`src/rtl/sram_ctrl_if.sv`:
```
// Request bus between the SRAM front-end and sram_ctrl.
// The front-end drives the master side, sram_ctrl is the slave.
interface sram_ctrl_if;
    logic        stb;
    logic [19:0] addra;
    logic [47:0] dina;
    logic        we;
    logic [47:0] douta;
    logic        ack;

    modport master (
        output stb, addra, dina, we,
        input  douta, ack
    );

    modport slave (
        input  stb, addra, dina, we,
        output douta, ack
    );
endinterface

```
`src/rtl/sram_ctrl.sv`:
```
// Timed single-word access engine for the external 48-bit async SRAM.
// Optional read-data hold register: define SRAM_CTRL_RDATA_HOLD_EN.
module sram_ctrl #(
    parameter int unsigned WAIT_CYCLES = 2
) (
    input  logic        clk50,
    input  logic        rst,
    sram_ctrl_if.slave  bus,
    output logic [19:0] sram_addr,
    output logic        sram_ce_n,
    output logic        sram_oe_n,
    output logic        sram_we_n,
    output logic [47:0] sram_dq_o,
    output logic        sram_dq_oe,
    input  logic [47:0] sram_dq_i
);

    typedef enum logic [1:0] {
        IDLE,
        SETUP,
        ACCESS,
        DONE
    } state_t;

    localparam logic [3:0] WAIT_M1 = 4'(WAIT_CYCLES - 1);

    state_t     state_q, state_d;
    logic [3:0] cnt_q, cnt_d;
    logic       we_q, we_d;
    logic       accept;

    always_comb begin
        state_d = state_q;
        cnt_d   = cnt_q;
        accept  = 1'b0;
        unique case (state_q)
            IDLE: begin
                if (bus.stb) begin
                    accept  = 1'b1;
                    state_d = SETUP;
                end
            end
            SETUP: begin
                cnt_d   = WAIT_M1;
                state_d = ACCESS;
            end
            ACCESS: begin
                if (cnt_q == 4'd0) begin
                    state_d = DONE;
                end else begin
                    cnt_d = cnt_q - 4'd1;
                end
            end
            DONE: begin
                state_d = IDLE;
            end
            default: begin
                state_d = IDLE;
            end
        endcase
        we_d = accept ? bus.we : we_q;
    end

    always_ff @(posedge clk50 or negedge rst) begin
        if (!rst) begin
            state_q <= IDLE;
        end else begin
            state_q <= state_d;
        end
    end

    // Pins are registered from the next state so they change on the same
    // edge as the state they belong to.
    always_ff @(posedge clk50 or negedge rst) begin
        if (!rst) begin
            cnt_q      <= 4'd0;
            we_q       <= 1'b0;
            sram_addr  <= 20'd0;
            sram_dq_o  <= 48'd0;
            sram_ce_n  <= 1'b1;
            sram_oe_n  <= 1'b1;
            sram_we_n  <= 1'b1;
            sram_dq_oe <= 1'b0;
            bus.ack    <= 1'b0;
        end else begin
            cnt_q <= cnt_d;
            we_q  <= we_d;
            if (accept) begin
                sram_addr <= bus.addra;
                sram_dq_o <= bus.dina;
            end
            sram_ce_n  <= (state_d == IDLE);
            sram_oe_n  <= !(!we_d && (state_d == SETUP || state_d == ACCESS));
            sram_we_n  <= !(we_d && state_d == ACCESS);
            sram_dq_oe <= we_d && (state_d != IDLE);
            bus.ack    <= (state_d == DONE);
        end
    end

`ifdef SRAM_CTRL_RDATA_HOLD_EN
    logic [47:0] rdata_q;
    logic        rd_last;

    assign rd_last = (state_q == ACCESS) && (cnt_q == 4'd0) && !we_q;

    always_ff @(posedge clk50 or negedge rst) begin
        if (!rst) begin
            rdata_q <= 48'd0;
        end else if (rd_last) begin
            rdata_q <= sram_dq_i;
        end
    end

    assign bus.douta = rdata_q;
`else
    assign bus.douta = sram_dq_i;
`endif

endmodule

```
`src/flat_wrapper.sv`:
```
// flat-port wrapper written by rule: the top's interface ports become plain ports
module sram_ctrl_flat 
#(
    parameter int unsigned WAIT_CYCLES = 2
)
  (clk50, rst, sram_addr, sram_ce_n, sram_oe_n, sram_we_n, sram_dq_o, sram_dq_oe, sram_dq_i, bus_stb, bus_addra, bus_dina, bus_we, bus_douta, bus_ack);
  sram_ctrl_if bus_i ();
  input  logic clk50;
  input  logic rst;
  output logic [19:0] sram_addr;
  output logic sram_ce_n;
  output logic sram_oe_n;
  output logic sram_we_n;
  output logic [47:0] sram_dq_o;
  output logic sram_dq_oe;
  input  logic [47:0] sram_dq_i;
  input wire logic [$bits(bus_i.stb)-1:0] bus_stb;
  input wire logic [$bits(bus_i.addra)-1:0] bus_addra;
  input wire logic [$bits(bus_i.dina)-1:0] bus_dina;
  input wire logic [$bits(bus_i.we)-1:0] bus_we;
  output wire logic [$bits(bus_i.douta)-1:0] bus_douta;
  output wire logic [$bits(bus_i.ack)-1:0] bus_ack;
  assign bus_i.stb = bus_stb;
  assign bus_i.addra = bus_addra;
  assign bus_i.dina = bus_dina;
  assign bus_i.we = bus_we;
  assign bus_douta = bus_i.douta;
  assign bus_ack = bus_i.ack;
  sram_ctrl #(.WAIT_CYCLES(WAIT_CYCLES)) u_core (.clk50(clk50), .rst(rst), .bus(bus_i), .sram_addr(sram_addr), .sram_ce_n(sram_ce_n), .sram_oe_n(sram_oe_n), .sram_we_n(sram_we_n), .sram_dq_o(sram_dq_o), .sram_dq_oe(sram_dq_oe), .sram_dq_i(sram_dq_i));
endmodule
```
`config.mk`:
```
export PLATFORM = sky130hd
export DESIGN_NAME = sram_ctrl_flat
export DESIGN_NICKNAME = d
export VERILOG_FILES = /design/src/rtl/sram_ctrl_if.sv /design/src/rtl/sram_ctrl.sv /design/src/flat_wrapper.sv
export SDC_FILE = /design/constraint.sdc
export NUM_CORES = 1
export LEC_CHECK = 0
export CELL_PAD_IN_SITES_DETAIL_PLACEMENT = 0
export CELL_PAD_IN_SITES_GLOBAL_PLACEMENT = 1
export CORE_MARGIN = 4
export CORE_UTILIZATION = 29
export CTS_BUF_LIST = sky130_fd_sc_hd__clkbuf_8
export DETAILED_ROUTE_END_ITERATION = 10
export HOLD_SLACK_MARGIN = 0.08
export PLACE_DENSITY_LB_ADDON = 0.1
export SETUP_SLACK_MARGIN = 0.2
export SLEW_MARGIN = 5
export SYNTH_ARGS = -nofsm -noshare
export SYNTH_HDL_FRONTEND = slang
export SYNTH_SLANG_ARGS = --single-unit
```
`constraint.sdc`:
```
create_clock -name clk50 -period 2.5 [get_ports clk50]
set_input_delay 0.375 -clock clk50 [delete_from_list [all_inputs] [get_ports clk50]]
set_output_delay 0.375 -clock clk50 [all_outputs]
set_load 0.02 [all_outputs]
```
# After elaboration in Yosys (flattened, before gate mapping)
# Index checks and enable logic that the tools add are counted.
word_totals:
  input_bits: 120
  reg_bits: 80
classes:
  addsub: 1
  eq_ne: 7
  muxes: 8
  n_reduce_logical: 13
op_table:
  columns: ["cell", "n"]
  rows:
  - ["$eq A2 B2 Y1 const B", 4]
  - ["$pmux W2 S4", 1]
  - ["$pmux W4 S2", 1]
  - ["$eq A2 B1 Y1 const B", 2]
  - ["$logic_not A2 Y1", 2]
  - ["$logic_not A4 Y1", 1]
  - ["$mux W2", 2]
  - ["$mux W4", 1]
  - ["$reduce_bool A2 Y1", 2]
  - ["$sub A4 B1 Y4 const B", 1]
  - ["$logic_and A1 B1 Y1", 3]
  - ["$logic_not A1 Y1", 3]
  - ["$mux W1", 3]
  - ["$ne A2 B2 Y1 const B", 1]
  - ["$reduce_and A2 Y1", 1]
  - ["$logic_or A1 B1 Y1", 1]

# Logic depth before layout (Yosys ltp)
# Gate-level depths: netlist of run 1.
logic_depth:
  word_depth: 7
  ltp_mapped: 7
  mapped_depth_nobuf: 7

# Worst setup path after synthesis of run 1
# No wires, ideal clock.
synth_path:
  path_kind: "register to register"
  from: "register u_core.state_q[0]"
  to: "register u_core.sram_oe_n"
  arrival_time_ps: 1505
  path_slack_ps: 911
  period_less_slack_ps: 1589
  n_path_buf: 0
  stages_incl_launch_ff: 7
  required_ps: 2416
  cell_sequence: "dfrtp_1 > inv_1 > ha_1 > and2_1 > o32ai_1 > ha_1 > nand2b_1"
synth_between:
  elab_chain_len: 6
  word_cells_on_any_way: 15
  cone_classes: "5 x eq/ne; 5 x mux; 5 x reduce/logical"
synth_lines:
  columns: ["item", "line", "text"]
  rows:
  - ["start: declaration", "sram_ctrl.sv:27", "state_t state_q, state_d;"]
  - ["start signal: assignment", "sram_ctrl.sv:68", "state_q <= state_d;"]
  - ["$eq A2 B2 Y1 (tied with other cells)", "sram_ctrl.sv:36", "unique case (state_q)"]
  - ["$pmux W2 S4 / $mux W1 (equally long branches)", "sram_ctrl.sv:36", null]
  - ["$eq A2 B1 Y1 (tied with other cells)", "sram_ctrl.sv:93", "sram_oe_n <= !(!we_d && (state_d == SETUP || state_d == ACCESS));"]
  - ["$logic_or A1 B1 Y1 / $logic_not A1 Y1 (equally long branches)", "sram_ctrl.sv:93", null]
  - ["$logic_and A1 B1 Y1 (*)", "sram_ctrl.sv:93", null]
  - ["$logic_not A1 Y1 (*)", "sram_ctrl.sv:93", null]
  - ["end signal: assignment", "sram_ctrl.sv:93", null]
  - ["end: declaration", "sram_ctrl.sv:11", "output logic sram_oe_n,"]
# Every way passes the cells marked *; elsewhere a longest branch is shown, timed or not.
# A chain may end at the register's enable or synchronous reset.

# Worst setup path after layout of run 1
layout_path:
  from: "register u_core.sram_oe_n"
  to: "output sram_oe_n"
layout_lines:
  columns: ["item", "line", "text"]
  rows:
  - ["end: declaration", "flat_wrapper.sv:12", "output logic sram_oe_n;"]
# No word-level cell between the ends.

==> results of run 1 <==
through the flow:
stage | utilization [%] | hold WS [ns] | power [uW] | setup WS [ns] | cells
2_1_floorplan | - | 0.0794 | 4300 | 0.911 | 245
3_3_place_gp | 41.0 | 0.418 | 5800 | 0.601 | 479
3_5_place_dp | 41.0 | 0.413 | 5840 | 0.584 | 479
4_1_cts | 42.8 | 0.509 | 6880 | 0.609 | 495
5_1_grt | 42.8 | 0.521 | 7160 | 0.587 | 495
6_report | 42.8 | 0.506 | 6750 | 0.649 | 495
cells in the final DEF, fill, tap and decap left out:
cell type,instances
nand2_4,1
nor3_1,2
and2_1,1
nor2b_1,1
and3b_1,1
clkdlybuf4s50_1,143
o21ai_0,2
mux2_2,58
nand2b_1,4
o32ai_1,1
ha_1,8
nand3b_1,1
o211ai_1,1
dfrtp_1,77
mux2_4,10
buf_12,3
nand2_1,3
bufinv_16,2
o22ai_1,1
o32a_1,1
nor2_1,2
inv_1,9
dfstp_2,3
o21a_1,1
dlygate4sd3_1,1
a22o_1,1
clkbuf_8,9
clkinv_2,2
mux2i_1,2
buf_4,1
cell usage after synthesis, types with 2 or more instances:
master,instances
o21ai_0,2
dfstp_2,3
nor2_1,2
buf_6,2
ha_1,8
mux2_4,10
mux2_2,58
nor3_1,2
nand2_1,3
buf_4,48
dfrtp_1,77
mux2i_1,2
nand2b_1,4
inv_1,7
buf_2,5
cells by family (layout without fill, tap and decap cells):
family / count (synthesis) / in the layout / share of synthesized area [%]
buffers and inverters: 63 / 170 / 12.5
muxes: 70 / 70 / 23.4
adders and majority gates: 8 / 8 / 2.85
AOI/OAI and AO/OA: 8 / 8 / 1.67
DFF: 80 / 80 / 57.1
and+or+nand+nor: 16 / 16 / 2.53
power by group through the flow:
stage                     sequential [uW]  clock (uW)  combinational [uW]
after floorplan                      3030           0                1270
after global placement               2280           0                3520
after detailed placement             2290           0                3550
after CTS                            2270        1050                3560
after global routing                 2350        1120                3700
final                                2260        1000                3480
worst paths after layout:
kind | start | end | slack, ns
worst max register to register | u_core.state_q[0]$_DFF_PN0_ | u_core.sram_oe_n$_DFF_PN1_ | 0.76
worst max-delay path | u_core.sram_oe_n$_DFF_PN1_ | sram_oe_n | 0.65
worst min-delay path | u_core.sram_dq_o[44]$_DFFE_PN0N_ | u_core.sram_dq_o[44]$_DFFE_PN0N_ | 0.51
worst min register to register | u_core.sram_dq_o[44]$_DFFE_PN0N_ | u_core.sram_dq_o[44]$_DFFE_PN0N_ | 0.51
max in group asynchronous | rst | u_core.sram_we_n$_DFF_PN1_ | 1.24
min in group asynchronous | rst | u_core.sram_addr[11]$_DFFE_PN0N_ | 0.56
repair_timing:
item / 4_1_cts / 5_1_grt
hold endpoints to repair: 41 / 0
buffers inserted: 0 / 0
hold buffers: 1 / 0
flip-flops by register name (all words and copies together), names as in the netlist:
signal,count
u_core.sram_dq_o,48
u_core.sram_addr,20
u_core.cnt_q,4
u_core.state_q,2
u_core.bus.ack,1
u_core.sram_ce_n,1
u_core.sram_dq_oe,1
u_core.sram_oe_n,1
u_core.sram_we_n,1
u_core.we_q,1
per-layer routing:
metal | vias to the layer above | track usage [%] | routed length (um)
met5 | - | 0 | 0
met4 | 0 | 6.08 | 217
met3 | 39 | 4.95 | 718
met2 | 96 | 16.8 | 3560
met1 | 1010 | 13.6 | 3360
li1 | 981 | - | -
area by class of cell:
class	count	area, um2	share of cell area, %
clock inverter	6	77.6	1.55
inverter	7	26.3	0.526
sequential	80	2010	40.1
timing repair buffer	148	1510	30.2
multi-input combinational	102	1080	21.5
clock buffer	9	124	2.48
tap	143	179	3.58
==> summary.md, run 1 <==
| Metric | Value |
|---|---|
| Peak VDD IR | around 0.0005 V |
| Total wire length after detailed routing | 7850 um |
| Leakage power | 0.00215 uW |
| Cell-by-cell trace of the critical path | clkdlybuf4s50_1 |
| Number of nets still failing antenna checks after routing | 0 |
| Max-slew violation count | 0 |
| Reg clk slew, reported paths | 0.08 ns |
| Count of cell instances traversed by the critical path | 1 |
| Detailed Route Iter0 Violations | 60 |
| Number of buffers created by CTS | 9 |
| Mean number of vias per cell | 4.29 |
| Count of cells along the worst register-to-register path | 6 |
| Std-Cell Core Area | ~12000 um2 |
| Remaining Overflow, GRT | 0 |
| Largest fanout on the critical path | 1 |
| Chip width | 118 um |
| Critical path required time | 2.12 ns |
| Vias | 2126 |
| CTS tree | yes |
| Number of nets in the synthesized netlist | 373 |
| Power density normalized to cell area | approximately 1400 nW/um2 |
| Post-route DRC violation count | 0 |
| Detailed Place HPWL | 5740 um |
| Status | finished clean |
| Portion of synthesized cell area occupied by the leading cell type | a little over half |
| Part of the total power dissipated in the clock network | 14.9% |
| Setup violation total in the final timing report | 0 |
| Post-route cell area | 5000 um2 |
| Number of antenna violations at the first check in global routing | 0 |
| Pre-Repair DR Iteration Count | 5 |
| Buffers on Ports | 144 |
| Hold WC Path Type | reg -> reg |
| CTS-repair resized insts | 0 |
| Antenna Diode Count | 0 |
| Hold path cells | 1 |
| CTS sink cnt | 80 |
| Filler Cell Count | 1110 |
| Area of the die | 13900 um2 |
| Count of max-cap constraint violations | 0 |
| Fin nets | 476 |
| Area after DPL | between 4000 and 5000 um2 |
| Site Rows | 39 |
| Power share of the sequential group | 33.5% |
| Area added between synthesis and finish | 42.2% |
| Root Driver | clkbuf_8 |
| Final cycle utilization of the critical path | 74.0% |
| Endpoint type of the worst setup path | primary output |
| Global-route wire length before repair | between 10000 and 15000 um |
| Proportion of total power due to net switching | 34.7% |
| Post-synthesis async set-or-reset flop share | 100% |
| Maximum number of pins on one net before global-route repair | 43 |
| Aggregate negative setup slack | 0 ns |
| Layout cells sized above 1 | between 20% and 30% |
| Total Routing Usage GR | 11.2% |
| Maximum buffer depth of the clock tree | 2 |
| Starting utilization of the core area | 30.1% |
| Slew at the pin with the worst max-slew slack | 0.568 ns |
| I/O pin count | 241 |
| Clk_skew | 0.0119 ns |
| Average size of a mapped cell | 14.3 um2 |
| CP max stage cell | clkdlybuf4s50_1 |
| Fraction of the yosys area taken by sequential cells | 57.1% |
| Number of global-route vias before repair | 2234 |
| Proportion of power drawn by combinational gates | 51.6% |
| Synth unique cells | 27 |
| Max-Slew Margin vs Limit | just over 60% |
| Most common flop cell mapped by yosys | dfrtp_1 |
| Number of flops mapped to enable cells by yosys | 0 |
| Overall die height | 118 um |
| Final critical path time including I/O delays and setup | about 1.9 ns |
| Classification of the worst setup path | reg -> out |
| Yosys Warn Count | 0 |
| Post-Synthesis Cells | 245 |
| Internal power | 4410 uW |
| Main area contributors after synthesis | dfrtp_1, mux2_2, buf_4 |
| Kind of cell adding the most delay to the critical path | buffers and inverters |
| Netlist area before placement | 3510 um2 |
| Skew-Pair Late Insertion Delay | between 0.3 and 0.4 ns |
| Setup repair after global routing missed its margin | false |
| Max H-tree Level | 3 |
| Final Hold Violating Endpoints | 0 |
| Reported net switching power | about 2300 uW |
| Flop and latch count out of synthesis | 80 |
| Startpoint kind of the worst setup timing path | flop |
| Arrival time at the worst endpoint | between 1 and 1.5 ns |
| WL per Instance | 15.9 um |
| Worst Path Buf+Inv | 1 |
| Weighted congestion at the end of routability-driven global placement | 0.674 |
| Maximum clock frequency | about 540 MHz |
| Largest area contributor in the synthesized netlist | dfrtp_1 |
| Highest cell delay on the worst timing path | between 0.6 and 0.7 ns |
Note: power is estimated with default switching activity, not from simulation.
==> inputs of run 2 (changes only) <==
--- a/config.mk
+++ b/config.mk
@@ -8,7 +8,7 @@
 export CELL_PAD_IN_SITES_DETAIL_PLACEMENT = 0
 export CELL_PAD_IN_SITES_GLOBAL_PLACEMENT = 1
 export CORE_MARGIN = 4
-export CORE_UTILIZATION = 29
+export CORE_UTILIZATION = 27
 export CTS_BUF_LIST = sky130_fd_sc_hd__clkbuf_8
 export DETAILED_ROUTE_END_ITERATION = 10
 export HOLD_SLACK_MARGIN = 0.08
==> constraint.sdc (replaced) <==
create_clock -name clk50 -period 1.91 [get_ports clk50]
set_input_delay 0.2865 -clock clk50 [delete_from_list [all_inputs] [get_ports clk50]]
set_output_delay 0.2865 -clock clk50 [all_outputs]
set_load 0.02 [all_outputs]
==> run 2 against run 1 <==
  * Design area grew 1.3%
  * Worst hold slack lost 0.18 ns
  * Largest cell class unchanged
  * Global-route usage shrank 0.14 points
  * Setup slack lost 0.39 ns
  * Final cell count grew 6.7%
  * Clock power grew 12%
  * Critical path type is now reg -> reg
  * Flip-flop and latch count is the same
  * Critical path depth grew 5
==> summary.md, run 2 (synthesis results as in run 1) <==
| Metric | Value |
|---|---|
| Buffers on Ports | 144 (unchanged) |
| Max H-tree Level | 3 (unchanged) |
| Maximum number of pins on one net before global-route repair | 47 (was 43) |
| Power density normalized to cell area | 1720 nW/um2 (was 1350 nW/um2) |
| Pre-Repair DR Iteration Count | 2 (was 5) |
| Worst-case register-to-register setup slack | 0.26 ns (was 0.76 ns) |
| Area of the die | 14900 um2 (was 13900 um2) |
| Area added between synthesis and finish | 44.1% (was 42.2%) |
| Starting utilization of the core area | 27.7% (was 30.1%) |
| Largest fanout on the critical path | 4 (was 1) |
| Total power consumption of the routed design | 8730 uW (was 6750 uW) |
| Registers with the most flip-flops | u_core.sram_dq_o (48), u_core.sram_addr (20), u_core.cnt_q (4) (unchanged) |
| Antenna Diode Count | 0 (unchanged) |
| Reg clk slew, reported paths | 0.08 ns (about the same) |
| Setup violation total in the final timing report | 0 (unchanged) |
| Std-Cell Core Area | 12700 um2 (was 11700 um2) |
| Classification of the worst setup path | reg -> reg (was reg -> out) |
| Total wire length after detailed routing | 8110 um (was 7850 um) |
| Critical path required time | 2.20 ns (was 2.12 ns) |
| Max-slew violation count | 0 (unchanged) |
| Mean number of vias per cell | 4.10 (was 4.29) |
| Inst Count DP | 509 (was 479) |
| Area occupied by multi-input gates | 1100 um2 (was 1080 um2) |
| Chip width | 122 um (was 118 um) |
| Setup repair after global routing missed its margin | true (was false) |
| Reg-to-Reg Start | u_core.state_q[0]$_DFF_PN0_ (unchanged) |
| Leakage power | 0.00220 uW (was 0.00215 uW) |
| CTS tree | yes (unchanged) |
| Largest register FFs | 48 (unchanged) |
| WL per Instance | 15.4 um (was 15.9 um) |
| Post-route DRC violation count | 0 (unchanged) |
| Root Driver | clkbuf_8 (unchanged) |
| Filler Cell Count | 1242 (was 1110) |
| Number of global-route vias before repair | 2355 (was 2234) |
| Global-route wire length before repair | 12600 um (was 12300 um) |
| Arrival time at the worst endpoint | 1.94 ns (was 1.48 ns) |
| Final cycle utilization of the critical path | between 80% and 90% |
| Setup slack at placement | 0.135 ns (was 0.584 ns) |
| Count of cells along the worst register-to-register path | 6 (unchanged) |
| Detailed Place HPWL | 5830 um (was 5740 um) |
| Maximum clock frequency | 607 MHz |
| Number of buffers created by CTS | 9 (unchanged) |
| Max-Slew Margin vs Limit | 76.4% (was 62.1%) |
| Overall die height | 122 um (was 118 um) |
| CP most frequent cell | ha_1 |
| Final hold slack | 0.326 ns (was 0.506 ns) |
| Aggregate negative setup slack | 0 ns (unchanged) |
| Register containing the most flip-flops in the final layout | u_core.sram_dq_o (unchanged) |
| Slew at the pin with the worst max-slew slack | 0.354 ns (was 0.568 ns) |
| Endpoint type of the worst setup path | flop (was primary output) |
| Sequential cell area | 2010 um2 (unchanged) |
| First element of the critical path | u_core.state_q[0]$_DFF_PN0_ (was u_core.sram_oe_n$_DFF_PN1_) |
| Maximum buffer depth of the clock tree | 2 (unchanged) |
| Hold WC Path Type | in -> async (was reg -> reg) |
| Clk_skew | 0.00620 ns (was 0.0119 ns) |
| Status | finished clean (unchanged) |
| Leading cell types in the layout, fill and taps excluded | clkdlybuf4s50_1, dfrtp_1, mux2_2 (unchanged) |
| Remaining Overflow, GRT | 0 (unchanged) |
| Highest cell delay on the worst timing path | 0.37 ns (was 0.61 ns) |
| Final setup slack of the worst path | 0.263 ns (was 0.649 ns) |
| End of the worst register-to-register path | u_core.sram_oe_n$_DFF_PN1_ (unchanged) |
| CP max stage cell | dfrtp_1 (was clkdlybuf4s50_1) |
| Worst setup path end | u_core.sram_oe_n$_DFF_PN1_ (was sram_oe_n) |
| Skew-Pair Late Insertion Delay | 0.36 ns (about the same) |
| Detailed Route Iter0 Violations | 65 (was 60) |
| Final critical path time including I/O delays and setup | around 1.6 ns |
| Most common cell after layout, fill and taps aside | clkdlybuf4s50_1 (unchanged) |
| Vias | 2163 (was 2126) |
| CTS sink cnt | 80 (unchanged) |
| Total Routing Usage GR | 11.1% (was 11.2%) |
| Count of max-cap constraint violations | 0 (unchanged) |
| I/O pin count | 241 (unchanged) |
| Cell-by-cell trace of the critical path | inv_1 -> ha_1 -> and2_1 -> o32ai_2 -> ha_1 -> nand2b_1 (was clkdlybuf4s50_1) |
| Number of nets still failing antenna checks after routing | 0 (unchanged) |
| Final Hold Violating Endpoints | 0 (unchanged) |
| Weighted congestion at the end of routability-driven global placement | 0.685 (was 0.674) |
| Site Rows | 41 (was 39) |
| Number of antenna violations at the first check in global routing | 0 (unchanged) |
| Startpoint kind of the worst setup timing path | flop (unchanged) |
| Non-filler instance count after layout | 528 (was 495) |
| Peak VDD IR | 0.000799 V (was 0.000486 V) |
| Fin nets | 479 (was 476) |
| Layout cells sized above 1 | 27.5% (was 25.3%) |
## run 2: cell types whose count changed in the layout (fill, tap and decap cells not counted), sizes merged, moves of 2 or more
cell           change
dlymetal6s2s       +4
clkinv             +3
dlygate4sd2        +3
buf                +3
clkdlybuf4s50      -7
bufinv             -2
## run 2: repair_timing
item                                   CTS  global route
resized for setup                        4             8
pin swaps                                0             3
setup buffers                            0             2
hold buffers                             1             0
setup endpoints to repair                4            21
cloned                                   0             0
endpoints found under the hold margin   50             0
## run 2: metrics by stage
step	instance area, um2	util [%]
after global routing	5060	40.0
after floorplan	3510	-
final	5060	40.0
after CTS	5020	39.6
after global placement	4830	38.1
after detailed placement	4830	38.1
## run 2: layer usage
| layer | track usage [%] | wire [um] | vias up |
|---|---|---|---|
| li1 | - | - | 987 |
| met1 | 12.4 | 3180 | 1059 |
| met2 | 18.0 | 3970 | 91 |
| met3 | 6.13 | 821 | 26 |
| met4 | 3.64 | 139 | 0 |
| met5 | 0 | 0 | - |
## run 2: layout make-up
class	instances	area share, %
flip-flops and latches	80	39.6
multi-input cells	102	21.8
clock buffers	10	2.72
repair buffers	151	30.4
inverters	7	0.519
clock inverters	6	0.717
well taps	172	4.25
## run 2: how the worst min path moves through the flow
stage | startpoint | to | slack, ns | cells past startpoint
floorplan | rst | u_core.bus.ack$_DFF_PN0_ | -0.009 | 0
global placement | rst | u_core.sram_addr[14]$_DFFE_PN0N_ | 0.17 | 1
detailed placement | rst | u_core.sram_addr[14]$_DFFE_PN0N_ | 0.17 | 1
CTS | rst | u_core.sram_addr[9]$_DFFE_PN0N_ | 0.29 | 2
global route | rst | u_core.sram_addr[9]$_DFFE_PN0N_ | 0.31 | 2
finish | rst | u_core.sram_addr[9]$_DFFE_PN0N_ | 0.33 | 2
## run 2: report_power, final
group          leakage, uW  total (uW)  switching, uW  internal [uW]
Clock            0.0000972        1120            625            500
Sequential        0.000945        2970            399           2570
Combinational      0.00115        4640           2120           2520
## run 2: critical path, delay by kind of cell, from the launching register on
kind	cells	cell delay [ns]
fa+ha+maj	2	0.54
flops	1	0.37
simple gates	2	0.33
compound gates	1	0.24
buf+inv	1	0.08
==> inputs of run 3 (changes only) <==
--- a/config.mk
+++ b/config.mk
@@ -5,11 +5,13 @@
 export SDC_FILE = /design/constraint.sdc
 export NUM_CORES = 1
 export LEC_CHECK = 0
+export CAP_MARGIN = 20
 export CELL_PAD_IN_SITES_DETAIL_PLACEMENT = 0
 export CELL_PAD_IN_SITES_GLOBAL_PLACEMENT = 1
 export CORE_MARGIN = 4
 export CORE_UTILIZATION = 27
 export CTS_BUF_LIST = sky130_fd_sc_hd__clkbuf_8
+export CTS_CLUSTER_DIAMETER = 150
 export DETAILED_ROUTE_END_ITERATION = 10
 export HOLD_SLACK_MARGIN = 0.08
 export PLACE_DENSITY_LB_ADDON = 0.1
==> constraint.sdc (replaced) <==
create_clock -name clk50 -period 1.53 [get_ports clk50]
set_input_delay 0.2295 -clock clk50 [delete_from_list [all_inputs] [get_ports clk50]]
set_output_delay 0.2295 -clock clk50 [all_outputs]
set_load 0.02 [all_outputs]
==> run 3 against run 2 <==
  * Setup slack lost 0.22 ns
  * Global-route usage increased by 0.46 points
  * Final cell count is 4.7% higher
  * Flip-flop and latch count is the same
  * Routed wire length grew 11%
  * Critical path type unchanged
  * Highest routed layer unchanged
  * Critical path depth is the same
  * Core utilization is 4.5 points higher
  * Worst hold slack gained 0.0076 ns
  * Largest power group unchanged
  * Register-to-register slack got worse by 0.22 ns
  * Non-clock buffer count is 25 higher
==> summary.md, run 3 (synthesis results as in run 1) <==
| Metric | Value |
|---|---|
| Weighted congestion at the end of routability-driven global placement | 0.681 (was 0.685) |
| Setup repair after global routing missed its margin | true (unchanged) |
| Antenna Diode Count | 0 (unchanged) |
| Remaining Overflow, GRT | 0 (unchanged) |
| Setup violation total in the final timing report | 0 (unchanged) |
| Startpoint kind of the worst setup timing path | flop (unchanged) |
| Reg clk slew, reported paths | 0.08 ns (about the same) |
| Endpoint type of the worst setup path | flop (unchanged) |
| Critical path required time | 1.82 ns (was 2.20 ns) |
| Non-filler instance count after layout | 553 (was 528) |
| Count of max-cap constraint violations | 0 (unchanged) |
| Worst Path Buf+Inv | 1 (unchanged) |
| Setup slack at placement | -0.155 ns (was 0.135 ns) |
| Skew-Pair Late Insertion Delay | 0.36 ns (about the same) |
| Arrival time at the worst endpoint | 1.78 ns (was 1.94 ns) |
| Leakage power | 0.00266 uW (was 0.00220 uW) |
| Site Rows | 41 (unchanged) |
| Largest fanout on the critical path | 3 (was 4) |
| Max-Slew Margin vs Limit | 74.6% (was 76.4%) |
| Std-Cell Core Area | 12700 um2 (unchanged) |
| CTS tree | yes (unchanged) |
| Number of antenna violations at the first check in global routing | 0 (unchanged) |
| Post-route cell area | 5630 um2 (was 5060 um2) |
| Area of the die | 14900 um2 (unchanged) |
| Number of nets still failing antenna checks after routing | 0 (unchanged) |
| Final critical path time including I/O delays and setup | 1.49 ns (was 1.65 ns) |
| Kind of cell adding the most delay to the critical path | adder cells (unchanged) |
| Detailed Place HPWL | 6020 um (was 5830 um) |
| Maximum buffer depth of the clock tree | 2 (unchanged) |
| Vias | 2271 (was 2163) |
| Cell-by-cell trace of the critical path | inv_2 -> ha_4 -> and2_4 -> o32ai_4 -> ha_1 -> nand2b_4 (was inv_1 -> ha_1 -> and2_1 -> o32ai_2 -> ha_1 -> nand2b_1) |
| Number of global-route vias before repair | 2499 (was 2355) |
| Detailed Route Iter0 Violations | 49 (was 65) |
| Layout cells sized above 1 | 38.3% (was 27.5%) |
| Overall die height | 122 um (unchanged) |
| Slew at the pin with the worst max-slew slack | 0.381 ns (was 0.354 ns) |
| Leading cell types in the layout, fill and taps excluded | dfrtp_1, clkdlybuf4s50_1, mux2_4 (was clkdlybuf4s50_1, dfrtp_1, mux2_2) |
| Final Hold Violating Endpoints | 0 (unchanged) |
| Final setup slack of the worst path | 0.0392 ns (was 0.263 ns) |
| WL per Instance | 16.2 um (was 15.4 um) |
| Global-route wire length before repair | 13100 um (was 12600 um) |
| Largest register FFs | 48 (unchanged) |
| Total Routing Usage GR | 11.6% (was 11.1%) |
| Most common cell after layout, fill and taps aside | dfrtp_1 (was clkdlybuf4s50_1) |
| Inst Count DP | 523 (was 509) |
| Max-slew violation count | 0 (unchanged) |
| Total wire length after detailed routing | 8970 um (was 8110 um) |
| Chip width | 122 um (unchanged) |
| Area after DPL | 4990 um2 (was 4830 um2) |
| Peak VDD IR | 0.00117 V (was 0.000799 V) |
| Total power consumption of the routed design | 12200 uW (was 8730 uW) |
| I/O pin count | 241 (unchanged) |
| Classification of the worst setup path | reg -> reg (unchanged) |
| Registers with the most flip-flops | u_core.sram_dq_o (48), u_core.sram_addr (20), u_core.cnt_q (4) (unchanged) |
| Power density normalized to cell area | 2160 nW/um2 (was 1720 nW/um2) |
| Maximum number of pins on one net before global-route repair | 33 (was 47) |
| Max H-tree Level | 3 (unchanged) |
| Highest cell delay on the worst timing path | 0.37 ns (about the same) |
| Hold WC Path Type | in -> async (unchanged) |
| Status | finished clean (unchanged) |
| CP max stage cell | dfrtp_1 (unchanged) |
| Starting utilization of the core area | 27.7% (unchanged) |
| Number of buffers created by CTS | 9 (unchanged) |
| Post-route DRC violation count | 0 (unchanged) |
| Register containing the most flip-flops in the final layout | u_core.sram_dq_o (unchanged) |
| Fin nets | 504 (was 479) |
| Maximum clock frequency | 671 MHz (was 607 MHz) |
| Buffers on Ports | 144 (unchanged) |
| Clk_skew | 0.00329 ns (was 0.00620 ns) |
| Aggregate negative setup slack | 0 ns (unchanged) |
| Pre-Repair DR Iteration Count | 3 (was 2) |
| Area added between synthesis and finish | 60.2% (was 44.1%) |
| Root Driver | clkbuf_8 (unchanged) |
| Mean number of vias per cell | 4.11 (was 4.10) |
| Final cycle utilization of the critical path | 97.4% (was 86.3%) |
| CTS sink cnt | 80 (unchanged) |
| Filler Cell Count | 1192 (was 1242) |
==> run 3: worst reg2reg max path, delay by kind of cell (launching register included) <==
| kind | cells | cell delay (ns) |
|---|---|---|
| AO/OA/AOI/OAI | 1 | 0.26 |
| buffers and inverters | 1 | 0.07 |
| flip-flops | 1 | 0.37 |
| AND/OR/NAND/NOR | 2 | 0.28 |
| adder cells (fa/ha/maj) | 2 | 0.44 |
==> run 3: routing by layer <==
layer / vias to the layer above / share of wire, % / global-route usage [%]
met4: 0 / 2.1 / 6.44
met1: 1120 / 43 / 13.7
met3: 24 / 7.3 / 3.90
met2: 89 / 48 / 18.4
met5: - / 0 / 0
li1: 1038 / - / -
==> run 3: path summary, 6_finish.rpt <==
check,startpoint,end,slack (ns),cells after the start
min,rst,u_core.sram_dq_o[2]$_DFFE_PN0N_,0.33,2
min in group clk50,sram_dq_i[10],bus_douta[10],0.46,0
max in group asynchronous,rst,u_core.sram_dq_o[44]$_DFFE_PN0N_,0.65,3
max reg2reg,u_core.state_q[1]$_DFF_PN0_,u_core.sram_oe_n$_DFF_PN1_,0.04,6
max,u_core.state_q[1]$_DFF_PN0_,u_core.sram_oe_n$_DFF_PN1_,0.04,6
min reg2reg,u_core.sram_dq_o[31]$_DFFE_PN0N_,u_core.sram_dq_o[31]$_DFFE_PN0N_,0.50,1
==> run 3: report_power, final <==
group / total, uW / leakage (uW) / switching [uW] / internal (uW)
clock network: 1670 / 0.000117 / 773 / 897
logic: 6760 / 0.00160 / 3000 / 3760
registers: 3750 / 0.000945 / 540 / 3210
total: 12200 / 0.00266 / 4320 / 7860
==> run 3: timing repair <==
action / 4_1_cts / 5_1_grt
hold buffers: 1 / 0
buffers inserted: 5 / 3
pin swaps: 4 / 7
gates resized for setup: 103 / 131
gates cloned: 1 / 4
hold endpoints to repair: 20 / 0
endpoints found under the setup margin: 148 / 140
==> run 3: area by class of cell <==
class	instances	area, um2	area share (%)
Inverter	7	26.3	0.467
Timing Repair Buffer	176	1800	32.0
Clock buffer	9	124	2.20
Tap cell	172	215	3.82
Sequential cell	80	2010	35.6
Clock inverter	7	81.3	1.44
Multi-Input combinational cell	102	1380	24.4
==> run 3: stage by stage <==
step / util, % / hold WS (ns)
finish: 44.4 / 0.334
global route: 44.4 / 0.348
CTS: 41.5 / 0.322
detailed placement: 39.4 / 0.181
global placement: 39.4 / 0.185
floorplan: - / -0.0661
==> RTL change, RTL diff (flow settings as in run 2) <==
The option `SRAM_CTRL_RDATA_HOLD_EN` is turned on by a define.
--- a/src/rtl/sram_ctrl.sv
+++ b/src/rtl/sram_ctrl.sv
@@ -1,5 +1,7 @@
 // Timed single-word access engine for the external 48-bit async SRAM.
 // Optional read-data hold register: define SRAM_CTRL_RDATA_HOLD_EN.
+`define SRAM_CTRL_RDATA_HOLD_EN
+
 module sram_ctrl #(
     parameter int unsigned WAIT_CYCLES = 2
 ) (
Check against the original RTL: not equivalent (Yosys sat finds a counterexample within 4 cycles, from zero or initial values and one cycle with rst low).
==> RTL change against run 2 <==
Combinational power rose by 44%. Sequential cell count rose by 48. Largest cell class unchanged. Critical path depth rose by 1. Area after synthesis rose by 42%. Core utilization rose by 5.3 points. Setup slack got worse by 76 ps. Via count rose by 60%. Total power rose by 59%. Wire length rose by 75%. Final area rose by 61%. Maximum frequency fell by 4.4%. Cell count rose by 52%. Die area rose by 39%.
==> RTL change: results (changes against run 2) <==
result of the run finished, final reports clean (unchanged); maximum number of pins on one net before global-route repair 129 (was 47); worst skew pair latency 430 ps (was 360 ps); first-pass detailed-route iteration total 4 (was 2); wire length of the first global-routing pass 21,100 um (was 12,600 um); Reg2Reg Setup Slack 190 ps (was 260 ps); worst-case clock skew 11.74 ps (was 6.203 ps); Least-Margin Pin Slew 691.4 ps (was 354.2 ps); share of final-layout standard cells stronger than drive strength 1 30.78% (was 27.53%); sum of net half-perimeters after detailed placement 10,160 um (was 5826 um); Fin Hold WS 456.6 ps (was 326.1 ps); top area cells in the synthesized netlist dfrtp_1 (63%), mux2_2 (22%), mux2_4 (6.0%), ha_1 (2.0%), dfstp_2 (1.6%) (was dfrtp_1 (55%), mux2_2 (19%), buf_4 (10%), mux2_4 (4.3%), ha_1 (2.8%)); Net Count, Synth 426 (was 373); CTS buffer count 17 (was 9); number of port buffers 240 (was 144); total number of nets in the final design 690 (was 479); critical path's top delay family simple AND/OR/NAND/NOR gates (was adder cells); maximum single-stage delay on the critical path 400 ps (was 370 ps); path depth of the worst reg2reg path 7 (was 6); data arrival time of the worst path 2080 ps (was 1940 ps); via count of the first global-routing pass 3,782 (was 2,355); hold-critical path depth 2; origin of the critical flop-to-flop path u_core.cnt_q[1] (was u_core.state_q[0]); wire per inst 17.70 um (was 15.36 um); Via-to-Cell Ratio 4.296 (was 4.097); IR drop worst, VDD 0.0006799 V (was 0.0007995 V); sequential share of the synthesized area 64.46% (was 57.07%); number of violations reported at the end of detailed-routing iteration 0 75 (was 65); Fillers 1,671 (was 1,242); path type of the worst min-delay path in -> reg (was in -> async); global placement routability congestion 0.7132 (was 0.6852); htree depth 4 (was 3); number of distinct library cells after synthesis 28 (was 27)
==> RTL change: final cells by class <==
cell class              instances  area, um2  share of cell area (%)
multi-input cells             151       1705                   20.92
inverters                       6      22.52                  0.2763
clock buffers                  23      316.6                   3.883
repair buffers                258       2510                   30.79
flip-flops and latches        128       3207                   39.34
well taps                     229      286.5                   3.515
clock inverters                 9      103.9                   1.274
==> RTL change: worst max path at each step <==
stage                     from               end  cells past startpoint
6_report       u_core.cnt_q[1]  u_core.sram_oe_n                      7
5_1_grt        u_core.cnt_q[0]  u_core.sram_oe_n                      7
4_1_cts        u_core.cnt_q[0]  u_core.sram_oe_n                      7
3_5_place_dp   u_core.cnt_q[0]  u_core.sram_oe_n                      7
3_3_place_gp   u_core.cnt_q[0]  u_core.sram_oe_n                      7
2_1_floorplan  u_core.cnt_q[0]  u_core.sram_oe_n                      7
==> RTL change: power breakdown <==
group	total, W	internal, W	switching (W)
combinational	0.00670	0.00328	0.00343
sequential	0.00472	0.00411	0.000615
clock	0.00243	0.00136	0.00107
total	0.0139	0.00875	0.00511
==> RTL change: logic make-up (layout without fill, tap and decap cells) <==
| logic type | after synthesis | in the layout | share of synthesized area (%) |
|---|---|---|---|
| compound gates | 10 | 10 | 1.434 |
| fa+ha+maj | 8 | 8 | 2.012 |
| simple gates | 16 | 16 | 1.987 |
| buf+inv | 19 | 296 | 2.138 |
| flops | 128 | 128 | 64.46 |
| mux | 117 | 117 | 27.97 |
==> RTL change: layer usage <==
metal	track usage [%]	part of all wire, %	up-vias
met5	0	0	-
met4	5.104	1.7	0
met3	4.493	6.5	19
met2	23.58	54	123
met1	15.56	38	1734
li1	-	-	1578
==> RTL change: worst register-to-register path, cell delays in order (launching register included) <==
cell and delay, ps:
dfrtp_1 400, inv_2 80, ha_4 150, or3b_4 400
nor2_4 110, o32ai_2 110, ha_1 280, nand2b_1 140
==> RTL change: metrics by stage <==
step                      setup WS [ps]  util [%]  instances  cell area, um2  power [W]
after global placement            128.3     42.76        761            7707    0.01221
after detailed placement          71.25     42.76        761            7707    0.01235
final                             186.4     45.22        804            8152    0.01386
after CTS                         174.5     44.58        797            8035    0.01401
after global routing              93.03     45.22        804            8152    0.01476
after floorplan                   204.8         -        298            4982   0.008646
==> RTL change: what timing repair did <==
item                       in CTS  in global routing
setup endpoints to repair     168                 53
setup buffers                   3                  4
hold endpoints to repair      125                  0
cloned                          0                  3
pin swaps                       0                  2
hold buffers                    1                  0
resized for setup             123                  7
